[config.mk]
export PLATFORM = sky130hd
export DESIGN_NAME = wb_arbiter_rr
export DESIGN_NICKNAME = d
export VERILOG_FILES = /design/src/rtl/wb_arbiter_rr.sv
export SDC_FILE = /design/constraint.sdc
export NUM_CORES = 1
export LEC_CHECK = 0
export CAP_MARGIN = 20
export CORE_UTILIZATION = 32
export CTS_CLUSTER_SIZE = 28
export DETAILED_ROUTE_END_ITERATION = 10
export PLACE_DENSITY = 0.89
export SLEW_MARGIN = 20
export SYNTH_ARGS = -nofsm -noshare
export SYNTH_HDL_FRONTEND = slang
export SYNTH_SLANG_ARGS = --single-unit
[constraint.sdc]
create_clock -name clk_i -period 3.27 [get_ports clk_i]
set_input_delay 0.327 -clock clk_i [delete_from_list [all_inputs] [get_ports clk_i]]
set_output_delay 0.327 -clock clk_i [all_outputs]
set_load 0.05 [all_outputs]
[src/rtl/wb_arbiter_rr.sv]
// Round-robin Wishbone classic arbiter: N masters share one slave port.
// The grant is locked for the whole cyc; a per-beat watchdog errors out stuck strobes.
module wb_arbiter_rr #(
  parameter int N_MASTERS = 2,
  parameter int ADR_WIDTH = 16,
  parameter int DAT_WIDTH = 16,
  parameter int TIMEOUT   = 255
) (
  input  logic                           clk_i,
  input  logic                           rst_i,
  input  logic [N_MASTERS*ADR_WIDTH-1:0] m_adr_i,
  input  logic [N_MASTERS*DAT_WIDTH-1:0] m_dat_i,
  input  logic [N_MASTERS-1:0]           m_we_i,
  input  logic [N_MASTERS-1:0]           m_cyc_i,
  input  logic [N_MASTERS-1:0]           m_stb_i,
  output logic [DAT_WIDTH-1:0]           m_dat_o,
  output logic [N_MASTERS-1:0]           m_ack_o,
  output logic [N_MASTERS-1:0]           m_err_o,
  output logic [ADR_WIDTH-1:0]           s_adr_o,
  output logic [DAT_WIDTH-1:0]           s_dat_o,
  output logic                           s_we_o,
  output logic                           s_cyc_o,
  output logic                           s_stb_o,
  input  logic [DAT_WIDTH-1:0]           s_dat_i,
  input  logic                           s_ack_i,
  output logic [N_MASTERS-1:0]           gnt_o
);

  // Handshake: a beat completes in the cycle where the owner's stb and the
  // slave's ack are both high; cyc frames the whole (possibly multi-beat) cycle.

  localparam int IDX_W = $clog2(N_MASTERS);
  localparam int CNT_W = (TIMEOUT > 0) ? $clog2(TIMEOUT + 1) : 1;
  localparam logic [IDX_W-1:0] LAST_RST = IDX_W'(N_MASTERS - 1);
  localparam logic [CNT_W-1:0] CNT_MAX  = CNT_W'(TIMEOUT);

  typedef enum logic [1:0] {
    IDLE  = 2'd0,
    GRANT = 2'd1,
    FLUSH = 2'd2
  } state_t;

  state_t               state_q, state_d;
  logic [N_MASTERS-1:0] gnt_q, gnt_d;
  logic [IDX_W-1:0]     last_q, last_d;
  logic [CNT_W-1:0]     cnt_q, cnt_d;

  logic                 pick_valid;
  logic [IDX_W-1:0]     pick_idx;
  int unsigned          cand;
  logic [IDX_W-1:0]     cand_idx;

  logic [ADR_WIDTH-1:0] adr_arr [N_MASTERS];
  logic [DAT_WIDTH-1:0] dat_arr [N_MASTERS];
  logic                 own_cyc, own_stb;

  for (genvar k = 0; k < N_MASTERS; k++) begin : g_unpack
    assign adr_arr[k] = m_adr_i[k*ADR_WIDTH +: ADR_WIDTH];
    assign dat_arr[k] = m_dat_i[k*DAT_WIDTH +: DAT_WIDTH];
  end

  // last_q doubles as the owner index while a grant is held.
  assign own_cyc = m_cyc_i[last_q];
  assign own_stb = m_stb_i[last_q];
  assign m_dat_o = s_dat_i;
  assign gnt_o   = gnt_q;

  // First requester after the last granted master, wrapping around.
  always_comb begin
    pick_valid = 1'b0;
    pick_idx   = '0;
    cand       = 0;
    cand_idx   = '0;
    for (int i = 1; i <= N_MASTERS; i++) begin
      cand     = (int'(last_q) + i) % N_MASTERS;
      cand_idx = cand[IDX_W-1:0];
      if (!pick_valid && m_cyc_i[cand_idx]) begin
        pick_valid = 1'b1;
        pick_idx   = cand_idx;
      end
    end
  end

  always_ff @(posedge clk_i or posedge rst_i) begin
    if (rst_i) begin
      state_q <= IDLE;
      gnt_q   <= '0;
      last_q  <= LAST_RST;
      cnt_q   <= '0;
    end else begin
      state_q <= state_d;
      gnt_q   <= gnt_d;
      last_q  <= last_d;
      cnt_q   <= cnt_d;
    end
  end

  always_comb begin
    state_d = state_q;
    gnt_d   = gnt_q;
    last_d  = last_q;
    cnt_d   = cnt_q;
    s_adr_o = '0;
    s_dat_o = '0;
    s_we_o  = 1'b0;
    s_cyc_o = 1'b0;
    s_stb_o = 1'b0;
    m_ack_o = '0;
    m_err_o = '0;

    unique case (state_q)
      IDLE: begin
        cnt_d = '0;
        if (pick_valid) begin
          state_d         = GRANT;
          gnt_d           = '0;
          gnt_d[pick_idx] = 1'b1;
          last_d          = pick_idx;
        end
      end

      GRANT: begin
        s_adr_o         = adr_arr[last_q];
        s_dat_o         = dat_arr[last_q];
        s_we_o          = m_we_i[last_q];
        s_cyc_o         = own_cyc;
        s_stb_o         = own_stb;
        m_ack_o[last_q] = s_ack_i;

        if (TIMEOUT > 0) begin
          if (!own_stb || s_ack_i) begin
            cnt_d = '0;
          end else if (cnt_q == CNT_MAX) begin
            // A late ack in this same cycle takes the branch above instead.
            m_err_o[last_q] = 1'b1;
            cnt_d           = '0;
            state_d         = FLUSH;
          end else begin
            cnt_d = cnt_q + CNT_W'(1);
          end
        end

        if (!own_cyc) begin
          state_d = IDLE;
          gnt_d   = '0;
          cnt_d   = '0;
        end
      end

      FLUSH: begin
        // Slave side stays quiet until the errored master releases cyc.
        cnt_d = '0;
        if (!own_cyc) begin
          state_d = IDLE;
          gnt_d   = '0;
        end
      end

      default: begin
        state_d = IDLE;
        gnt_d   = '0;
        cnt_d   = '0;
      end
    endcase
  end

endmodule

# Yosys cells after proc, flatten, opt, wreduce, memory -nomap -nowiden
# Index checks and enable logic that the tools add are counted.
[totals]
ramBits = 0
romBits = 0
latch_bits = 0
out_inout_bits = 57
mem_count = 0
reg_bits = 13
word_cells = 80
in_bits = 89
[op_classes]
n_div = 0
reduce_logical = 11
bitwise_logic = 2
n_mux = 45
mul = 0
eq_ne = 8
shift = 0
n_addsub = 3
order_cmp = 7
[ops]
columns = ["cell", "count"]
rows = [
  ["$mux 16", 8],
  ["$mux 8", 4],
  ["$mux 2", 10],
  ["$mux 1", 19],
  ["$add 8x1->8 const B", 1],
  ["$eq 8x8->1 const B", 1],
  ["$lt 1x2->1 const B", 4],
  ["$ne 2x2->1 const B", 3],
  ["$ne 3x3->1 const B", 2],
  ["$pmux 2 s3", 1],
  ["$pmux 2 s2", 1],
  ["$reduce_and 2->1", 2],
  ["$reduce_and 4->1", 1],
  ["$logic_and 1x1->1", 3],
  ["$add 1x1->1 const B", 2],
  ["$and 2x2->2", 1],
  ["$demux 1 s1", 2],
  ["$eq 2x1->1 const B", 1],
  ["$eq 2x2->1 const B", 1],
  ["$ge 1x1->1 const B", 2],
  ["$ge 2x2->1 const B", 1],
  ["$logic_not 1->1", 2],
  ["$logic_not 2->1", 1],
  ["$not 1->2", 1],
  ["2 further kinds", 2],
]

# Longest topological paths before layout
# Gate-level depths: netlist of the first run.
[logic_depth]
ltp_word = 13
depth_mapped = 6
ltp_nobuf = 6

# Worst setup path before layout of the first run
# Ideal clock, no wire load.
[synth_timing]
kind = "flip-flop to output port"
startpoint = "register last_q"
endpoint = "output port s_adr_o[10]"
slack_ps = 1052
path_buffers = 3
path_stages_with_launch = 6
arrival_time_ps = 1891
t_required_ps = 2943
cell_sequence = "dfstp_2 -> buf_4 -> buf_2 -> buf_2 -> mux2i_1 -> nor2b_1"
[synth_between]
elab_chain_len = 5
[synth_rtl]
columns = ["element", "line", "rtl"]
rows = [
  ["from (decl)", "45", "logic [IDX_W-1:0] last_q, last_d;"],
  ["from (signal assigned)", "93", "last_q <= last_d;"],
  ["$not 1->2 (not written as such)", "123", "s_adr_o = adr_arr[last_q];"],
  ["$mux 16 (not written as such) (3 in series)", "123", ""],
  ["$mux 16", "111", "unique case (state_q)"],
  ["to (decl)", "19", "output logic [ADR_WIDTH-1:0] s_adr_o,"],
]
# No other way between the ends. The select of a mux whose other input is x is not followed.

# Worst setup path after layout of the first run
[layout_timing]
startpoint = "register state_q[1]"
endpoint = "output port s_adr_o[15]"
[layout_between]
elab_chain_len = 2
[layout_rtl]
columns = ["element", "line", "rtl"]
rows = [
  ["from (decl)", "43", "state_t state_q, state_d;"],
  ["from (signal assigned)", "91", "state_q <= state_d;"],
  ["$eq 2x1->1", "111", ""],
  ["$mux 16", "111", ""],
]
# No other way between the ends.

==> impl_metrics.yaml, run 1 <==
pwr:
  totalPowerFinal_mw: 2.189
  pwr-share-seq_pct: 11.1
  p_int_mw: 0.9919
  power.share.clock_pct: 6.5
  p_per_area_mw_per_mm2: 848.0
  comb_power_share_pct: 82.3
  p_leak_nw: 1.089
  p_sw_share_pct: 54.68
  ir_drop_v: 0.0005887
  p_sw_mw: 1.197
setup_path:
  cpPeakStageDelay_ps: 830
  worstPathArrival_ps: 2460
  critPathKind: "flip-flop to output port"
  cp.required_ps: 2940
  crit_fanout: 27
  crit_chain: "inv_1 > ha_1 > buf_4 > nor2b_1 > clkdlybuf4s50_1"
  critPathSlowestCell: "clkdlybuf4s50_1"
  cp-start-kind: "flip-flop"
  crit_path_end_kind: "output port"
timing:
  maxSlewViolCount: 0
  period_share_pct: 85.32
  finalClockSkew_ps: 3.192
  rsz0062_at_grt: "no"
  min_period_ps: 2790
  slew-limit-headroom_pct: 62.94
  worst_hold_slack_ps: 403.7
  finalHoldViolations: 0
  setup_viol: 0
  setup_tns_ps: 0
  fmax_mhz: 358.4
  worst_pin_slew_ps: 554.1
hold_path:
  hp-class: "input pin to asynchronous set/reset pin"
drt:
  wl_met1_um: 1516
  ant_nets: 0
  drt_wl_total_um: 4325
  dr_wl_met2_um: 2421
  dr_total_vias: 1488
  viasPerCell: 4.754
  wl_per_cell_um: 13.82
  dr.pass1.iters: 4
  drt_iter0_markers: 46
  drc: 0
  maxUsedRoutingLayer: "met4"
  wl_met3_um: 332
cells_and_area:
  area_delta_synth_final_pct: 78.31
  post-route-cell-area_mm2: 0.002581
  nNetsFinal: 355
  drive_gt1_share_pct: 5.364
  final_cells: 313
  antenna_cells: 0
grt:
  grt_max_degree: 28
  grt.total_usage_pct: 18.20
  antenna_found_initial: 0
  grt_pass1_wl_um: 7017
  grt_overflow: 0
  grt_pass1_vias: 1525
clock_tree:
  cts_hold_buf: 0
  cts.sinks: 13
  path_clk_slew_ps: 50
  cts-buffers-inserted: 3
  post_cts_resized: 0
  post_cts_buffers: 0
  cts_buffer_depth: 2
  clk_latency_ps: 250
  cts_tree: "yes"
  cts-htree-levels: 1
  cts-root-buf: "clkbuf_8"
logic_synthesis:
  synth-warning-count: 0
  synth.area.top_cells: "mux2i_1 (24%), dfrtp_1 (21%), nor2b_1 (15%), buf_4 (8.8%), ha_1 (3.5%)"
  seq_area_frac_synth_pct: 22.56
  syn-cell-area_mm2: 0.001448
  synth.distinct_cells: 29
  synthCells: 166
  netlist_top_cells_count: "nor2b_1 (35), mux2i_1 (34), buf_4 (17)"
  ys_ff_latch: 13
  synth_fp_nets: 259
  synth_ff_type: "dfrtp_1"
  netlist.area_leader.share_pct: 23.51
  synth_top_area_cell: "mux2i_1"
  synth_edf_count: 0
  avgSynthCellArea_um2: 8.721
  synth.most_common_cell: "nor2b_1"
  async_flop_share_pct: 100.0
place:
  placed_cells: 309
  gp_congestion: 0.8019
  placed_area_mm2: 0.002536
  port_buffers: 113
  hpwl_um: 3694
die:
  core_mm2: 0.004354
  start_util_pct: 33.25
  die_w_um: 69.26
  die-area_mm2: 0.004797
  io_pins: 146
  placementRows: 24
  die_y_um: 69.26
job:
  drv_cap: 0
status:
  outcome: "completed"
-- placed cells by master (no fill, tap or decap), types with 2 or more instances in the layout --
master           Yosys  routed
a21oi_1              4       4
and3_1               7       7
buf_12               0       3
buf_4               17       2
clkbuf_8             0       3
clkdlybuf4s50_1      0     111
dfrtp_1             12      12
ha_1                 4       4
inv_1                8       8
maj3_1               2       2
mux2_4               2       2
mux2i_1             34      34
nand2_1              5       5
nand3_1              2       2
nor2_1               7       7
nor2b_1             35      35
o21ai_0              2       2
o21ai_1              2       2
xnor2_1              3       3
xor2_1               2       2
-- state kept, by name (all words and copies together) (netlist names) --
register and count:
gnt_o 2, state_q 2, cnt_q 8, last_q 1
-- cell families (layout without fill, tap and decap cells) --
logic type	Yosys count	count (layout)	synth area share, %
DFF	13	13	22.56
muxes	36	36	25.58
adders and majority gates	6	6	4.840
xor gates and xnor gates	5	5	3.026
and+or+nand+nor	61	61	24.89
AOI/OAI and AO/OA	12	12	5.792
buffers and inverters	33	128	13.31
-- layer usage --
metal  vias up  global-route usage, %
met5         -                      0
met2        67                  34.95
met4         0                  4.535
met1       686                  18.79
li1        729                      -
met3         6                  5.814
-- worst paths after layout --
check                      startpoint     endpoint  slack, ps  cells past startpoint
setup / recovery           state_q[1]  s_adr_o[15]        480                      5
setup reg to reg               last_q   state_q[0]       1080                      5
hold reg to reg              cnt_q[0]     cnt_q[0]        470                      1
min in group clk_i           cnt_q[0]     cnt_q[0]        470                      1
hold / removal                  rst_i     cnt_q[0]        400                      2
max in group asynchronous       rst_i       last_q       2510                      2
-- area by class of cell --
class                           instances  area [µm²]
Fill cell                             362        1773
Multi-Input combinational cell        120       928.4
Clock buffer                            4       45.04
Tap cell                               52       65.06
Timing Repair Buffer                  116        1186
Sequential cell                        13       326.6
Inverter                                8       30.03
-- critical path: cells and delay by family, from the launching register on --
family                   cells  cell delay [ps]
buffers and inverters        3             1220
flip-flops                   1              390
adder cells (fa/ha/maj)      1              390
AND/OR/NAND/NOR              1              210
-- stage by stage --
| stage | setup WS (ps) | util [%] |
|---|---|---|
| 2_1_floorplan | 1052 | - |
| 3_3_place_gp | 756.5 | 58.25 |
| 3_5_place_dp | 722.5 | 58.25 |
| 4_1_cts | 436.6 | 59.28 |
| 5_1_grt | 286.2 | 59.28 |
| 6_report | 479.9 | 59.28 |
-- power groups by stage --
| stage | logic (mW) | clock network [mW] | registers [mW] |
|---|---|---|---|
| global placement | 1.80 | 0 | 0.246 |
| finish | 1.80 | 0.143 | 0.244 |
| CTS | 1.81 | 0.148 | 0.245 |
| floorplan | 1.29 | 0 | 0.247 |
| detailed placement | 1.81 | 0 | 0.246 |
| global route | 1.89 | 0.155 | 0.251 |
(Power assumes the default switching activity.)
==> inputs of run 2 (changes only) <==
Settings changed: CELL_PAD_IN_SITES_DETAIL_PLACEMENT from default to 1, CELL_PAD_IN_SITES_GLOBAL_PLACEMENT from default to 1, CORE_UTILIZATION 32 to 21, PLACE_DENSITY 0.89 to 0.9.
Clock period 3.27 ns to 3.35 ns, I/O delays scaled along.
==> impl_metrics.yaml, run 2 (synthesis gave the netlist of run 1 again) <==
cells_and_area:
  regMostFlops: "cnt_q"
  area_delta_synth_final_pct: 80.47
  drive_gt1_share_pct: 5.364
  final_cell_mix: "clkdlybuf4s50_1 (111), nor2b_1 (35), mux2i_1 (34)"
  final_cells: 338
  antenna_cells: 0
  nNetsFinal: 355
  largest_reg_flops: 8
  final_common_cell: "clkdlybuf4s50_1"
timing:
  period_share_pct: 86.19
  min_period_ps: 2887
  finalWorstSetupSlack_ps: 462.7
  finalClockSkew_ps: 4.341
  maxSlewViolCount: 0
  setup_viol: 0
  slew-limit-headroom_pct: 62.31
  worst_pin_slew_ps: 565.4
  finalHoldViolations: 0
  fmax_mhz: 346.3
  rsz0062_at_grt: "no"
  worst_hold_slack_ps: 422.6
  setup_tns_ps: 0
setup_path:
  cp.required_ps: 3010
  crit_path_end_kind: "output port"
  critical_path.top_delay_family: "buffers and inverters"
  worst-path-buf-inv: 3
  critPathSlowestCell: "clkdlybuf4s50_1"
  cp-start-kind: "flip-flop"
  crit_fanout: 19
  cpPeakStageDelay_ps: 850
  critPathKind: "flip-flop to output port"
  worstPathArrival_ps: 2550
  crit_chain: "inv_1 > ha_1 > buf_4 > nor2b_1 > clkdlybuf4s50_1"
clock_tree:
  post_cts_buffers: 0
  cts_tree: "yes"
  cts-htree-levels: 1
  cts_buffer_depth: 2
  cts_hold_buf: 0
  cts-buffers-inserted: 3
  cts.sinks: 13
  post_cts_resized: 0
  path_clk_slew_ps: 60
  cts-root-buf: "clkbuf_8"
  clk_latency_ps: 240
place:
  port_buffers: 113
  hpwl_um: 4690
  gp_congestion: 0.8017
  placed_cells: 334
  place_ws_ps: 699.7
grt:
  grt_pass1_vias: 1696
  grt.total_usage_pct: 15.07
  grt_overflow: 0
  grt_max_degree: 26
  grt_pass1_wl_um: 8535
  antenna_found_initial: 0
pwr:
  p_leak_nw: 1.089
  ir_drop_v: 0.0006147
  p_per_area_mw_per_mm2: 831.6
drt:
  drt_wl_total_um: 5425
  viasPerCell: 4.441
  drc: 1
  ant_nets: 0
  dr_total_vias: 1501
  wl_per_cell_um: 16.05
  dr.pass1.iters: 7
  drt_iter0_markers: 58
die:
  io_pins: 146
  start_util_pct: 22.29
  die-area_mm2: 0.007229
  placementRows: 29
  die_y_um: 85.03
  die_w_um: 85.03
  core_mm2: 0.006495
status:
  outcome: "complete, but fails checks"
  violations: "DRC"
job:
  drv_cap: 0
hold_path:
  hp-class: "input pin to asynchronous set/reset pin"
run 2: cell counts in the layout (fill, tap and decap cells not counted):
No cell type changed its count.
run 2: layout make-up:
type	count	area (µm²)
multi-input cells	120	928.4
well taps	77	96.34
repair buffers	116	1186
inverters	8	30.03
clock buffers	4	45.04
flip-flops and latches	13	326.6
fillers	735	3882
run 2: worst paths after layout:
path                               to  depth (start not counted)  slack, ps        from
max reg2reg                state_q[0]                          4       1270      last_q
min in group clk_i           cnt_q[0]                          1        470    cnt_q[0]
min reg2reg                  cnt_q[0]                          1        470    cnt_q[0]
min                          cnt_q[2]                          2        420       rst_i
max                        s_dat_o[7]                          5        460  state_q[1]
max in group asynchronous      last_q                          2       2580       rst_i
run 2: routing by layer:
metal / up-vias / global-route usage, % / wire length [µm]
met1: 700 / 14.58 / 1810
li1: 727 / - / -
met3: 4 / 3.891 / 411
met4: 0 / 2.157 / 20
met5: - / 0 / 0
met2: 70 / 31.82 / 3183
run 2: power breakdown:
group          internal, mW  switching [mW]  leakage [nW]
logic                 0.697            1.08         0.893
registers             0.189          0.0635         0.174
clock network        0.0839          0.0551        0.0228
run 2: metrics by stage:
stage                     util, %  instance area (µm²)  total power [mW]
after floorplan                 -                 1448             1.499
after global placement      39.53                 2567             2.021
after detailed placement    39.53                 2567             2.049
after CTS                   40.22                 2613             2.195
after global routing        40.22                 2613             2.279
final                       40.22                 2613             2.172
==> inputs of run 3 (changes only) <==
Settings changed: SLEW_MARGIN 20 to 10.
==> results of run 3 <==
Same layout as run 2: the final DEF is identical, and so are final timing and power.
==> patch (flow settings as in run 2) <==
Reset style: synchronous (`rst_i`), changed in one clocked block.
--- a/src/rtl/wb_arbiter_rr.sv
+++ b/src/rtl/wb_arbiter_rr.sv
@@ -81,7 +81,7 @@
     end
   end
 
-  always_ff @(posedge clk_i or posedge rst_i) begin
+  always_ff @(posedge clk_i) begin
     if (rst_i) begin
       state_q <= IDLE;
       gnt_q   <= '0;
Function: differs if rst_i is asserted again (counterexample within 4 cycles, from zero or initial values and one cycle with rst_i high); with rst_i held inactive, the same outputs for 10 cycles.
==> patch against run 2 <==
- worst setup slack improved by 0.10 ns
- synthesized cell count increased by 3.0%
- routed wire length decreased by 7.3%
- critical path depth increased by 1
- design area decreased by 2.8%
- via count increased by 2.6%
- maximum frequency increased by 3.7%
- highest routed layer unchanged
- sequential cell count unchanged
- sequential share of layout area decreased by 2.2 points
- area after synthesis decreased by 4.1%
- die area decreased by 4.0%
- final cell count increased by 1.5%
Power is not compared: it rests on default switching activity, and its combinational part moved more than twofold at a synthesized area within 25%.
==> patch: results (changes against run 2) <==
[placed_design]
place_hpwl_um = 4090  ; -13%
finalWeightedCongestion = 0.771  ; -3.8%
place_ws_ns = 0.730  ; +0.0307 ns

[yosys]
synth_area_leaders = mux2i_1 (25%), dfxtp_1 (19%), nor2b_1 (16%)
ys_async_sr_fraction_pct = 0  ; -100 points
synthMuxAreaShare_pct = 26.3  ; +0.72 points
seq_area_frac_synth_pct = 18.7  ; -3.8 points
synth_xor_area_share_pct = 3.78  ; +0.76 points
synth-compound-area-share_pct = 6.58  ; +0.79 points
synth_adder_area_share_pct = 3.60  ; -1.2 points
synthesis.nets = 264  ; +1.9%
dominantRegCellSynth = dfxtp_1
synth_common_cells = nor2b_1 (36), mux2i_1 (35), buf_4 (17)
yosys_warnings = 0  ; unchanged

[detailed_routing]
firstDrtPassIters = 3  ; -4
avgRoutedWirePerCell_um = 14.7  ; -8.7%
viasPerCell = 4.49  ; +1.1%
drt_iter0_drc = 17  ; -71%

[setup_path]
cp_max_fo = 4  ; -15
cp.arrival_ns = 2.45  ; -0.10 ns
cpMaxStageDelayCell = clkdlybuf4s50_1

[grt]
grt_pass1_vias = 1685  ; -0.65%
grt_max_degree = 32  ; +23%
grt_pass1_wl_um = 8070  ; -5.5%
antenna_found_initial = 0  ; unchanged
track_usage_pct = 14.2  ; -0.85 points

[clock_tree]
clk_path_buf_depth = 2  ; unchanged

[layout]
layout-drive-gt1-share_pct = 4.14  ; -1.2 points

[timing]
clock_skew_ns = 0.00336  ; -0.000982 ns
slew_headroom_pct = 62.8  ; +0.48 points

[run_status]
status = complete, no violations

## patch: cell count changes after synthesis, sizes merged, moves of 3 or more
cell and delta:
and3 -4, dfxtp +13, o211ai +3, inv -3, xor2 +3, dfrtp -12, nor2 +3
## patch: final timing paths
kind / from / to / slack [ns] / cells after the start
worst max-delay path: cnt_q[0]$_SDFF_PP0_ / m_err_o[0] / 0.56 / 6
worst min-delay path: cnt_q[0]$_SDFF_PP0_ / cnt_q[0]$_SDFF_PP0_ / 0.47 / 1
worst max register to register: state_q[1]$_SDFFE_PP0P_ / cnt_q[5]$_SDFF_PP0_ / 1.68 / 6
worst min register to register: cnt_q[0]$_SDFF_PP0_ / cnt_q[0]$_SDFF_PP0_ / 0.47 / 1
## patch: through the flow
step	cells	utilization [%]	cell area [um2]	hold WS [ns]
3_3_place_gp	339	39.3	2490	0.439
2_1_floorplan	171	-	1390	0.404
3_5_place_dp	339	39.3	2490	0.466
4_1_cts	343	40.0	2540	0.480
5_1_grt	343	40.0	2540	0.503
6_report	343	40.0	2540	0.468
## patch: cell type report
type                    count  area, um2
clock buffers               3       41.3
clock inverters             1       5.00
inverters                   5       18.8
fillers                   755       3810
repair buffers            117       1170
multi-input cells         127        943
well taps                  77       96.3
flip-flops and latches     13        262
## patch: routing by layer
layer,global-route usage (%),vias to the layer above,routed length [um]
met5,0,-,0
met4,5.80,0,174
met3,3.08,13,407
met2,26.0,85,2400
met1,15.8,688,2040
li1,-,754,-
## patch: power groups by stage
stage | clock network [mW] | registers (mW) | logic [mW]
floorplan | 0 | 0.179 | 0.440
global placement | 0 | 0.177 | 0.631
detailed placement | 0 | 0.178 | 0.640
CTS | 0.146 | 0.174 | 0.642
global route | 0.156 | 0.176 | 0.668
finish | 0.142 | 0.174 | 0.636
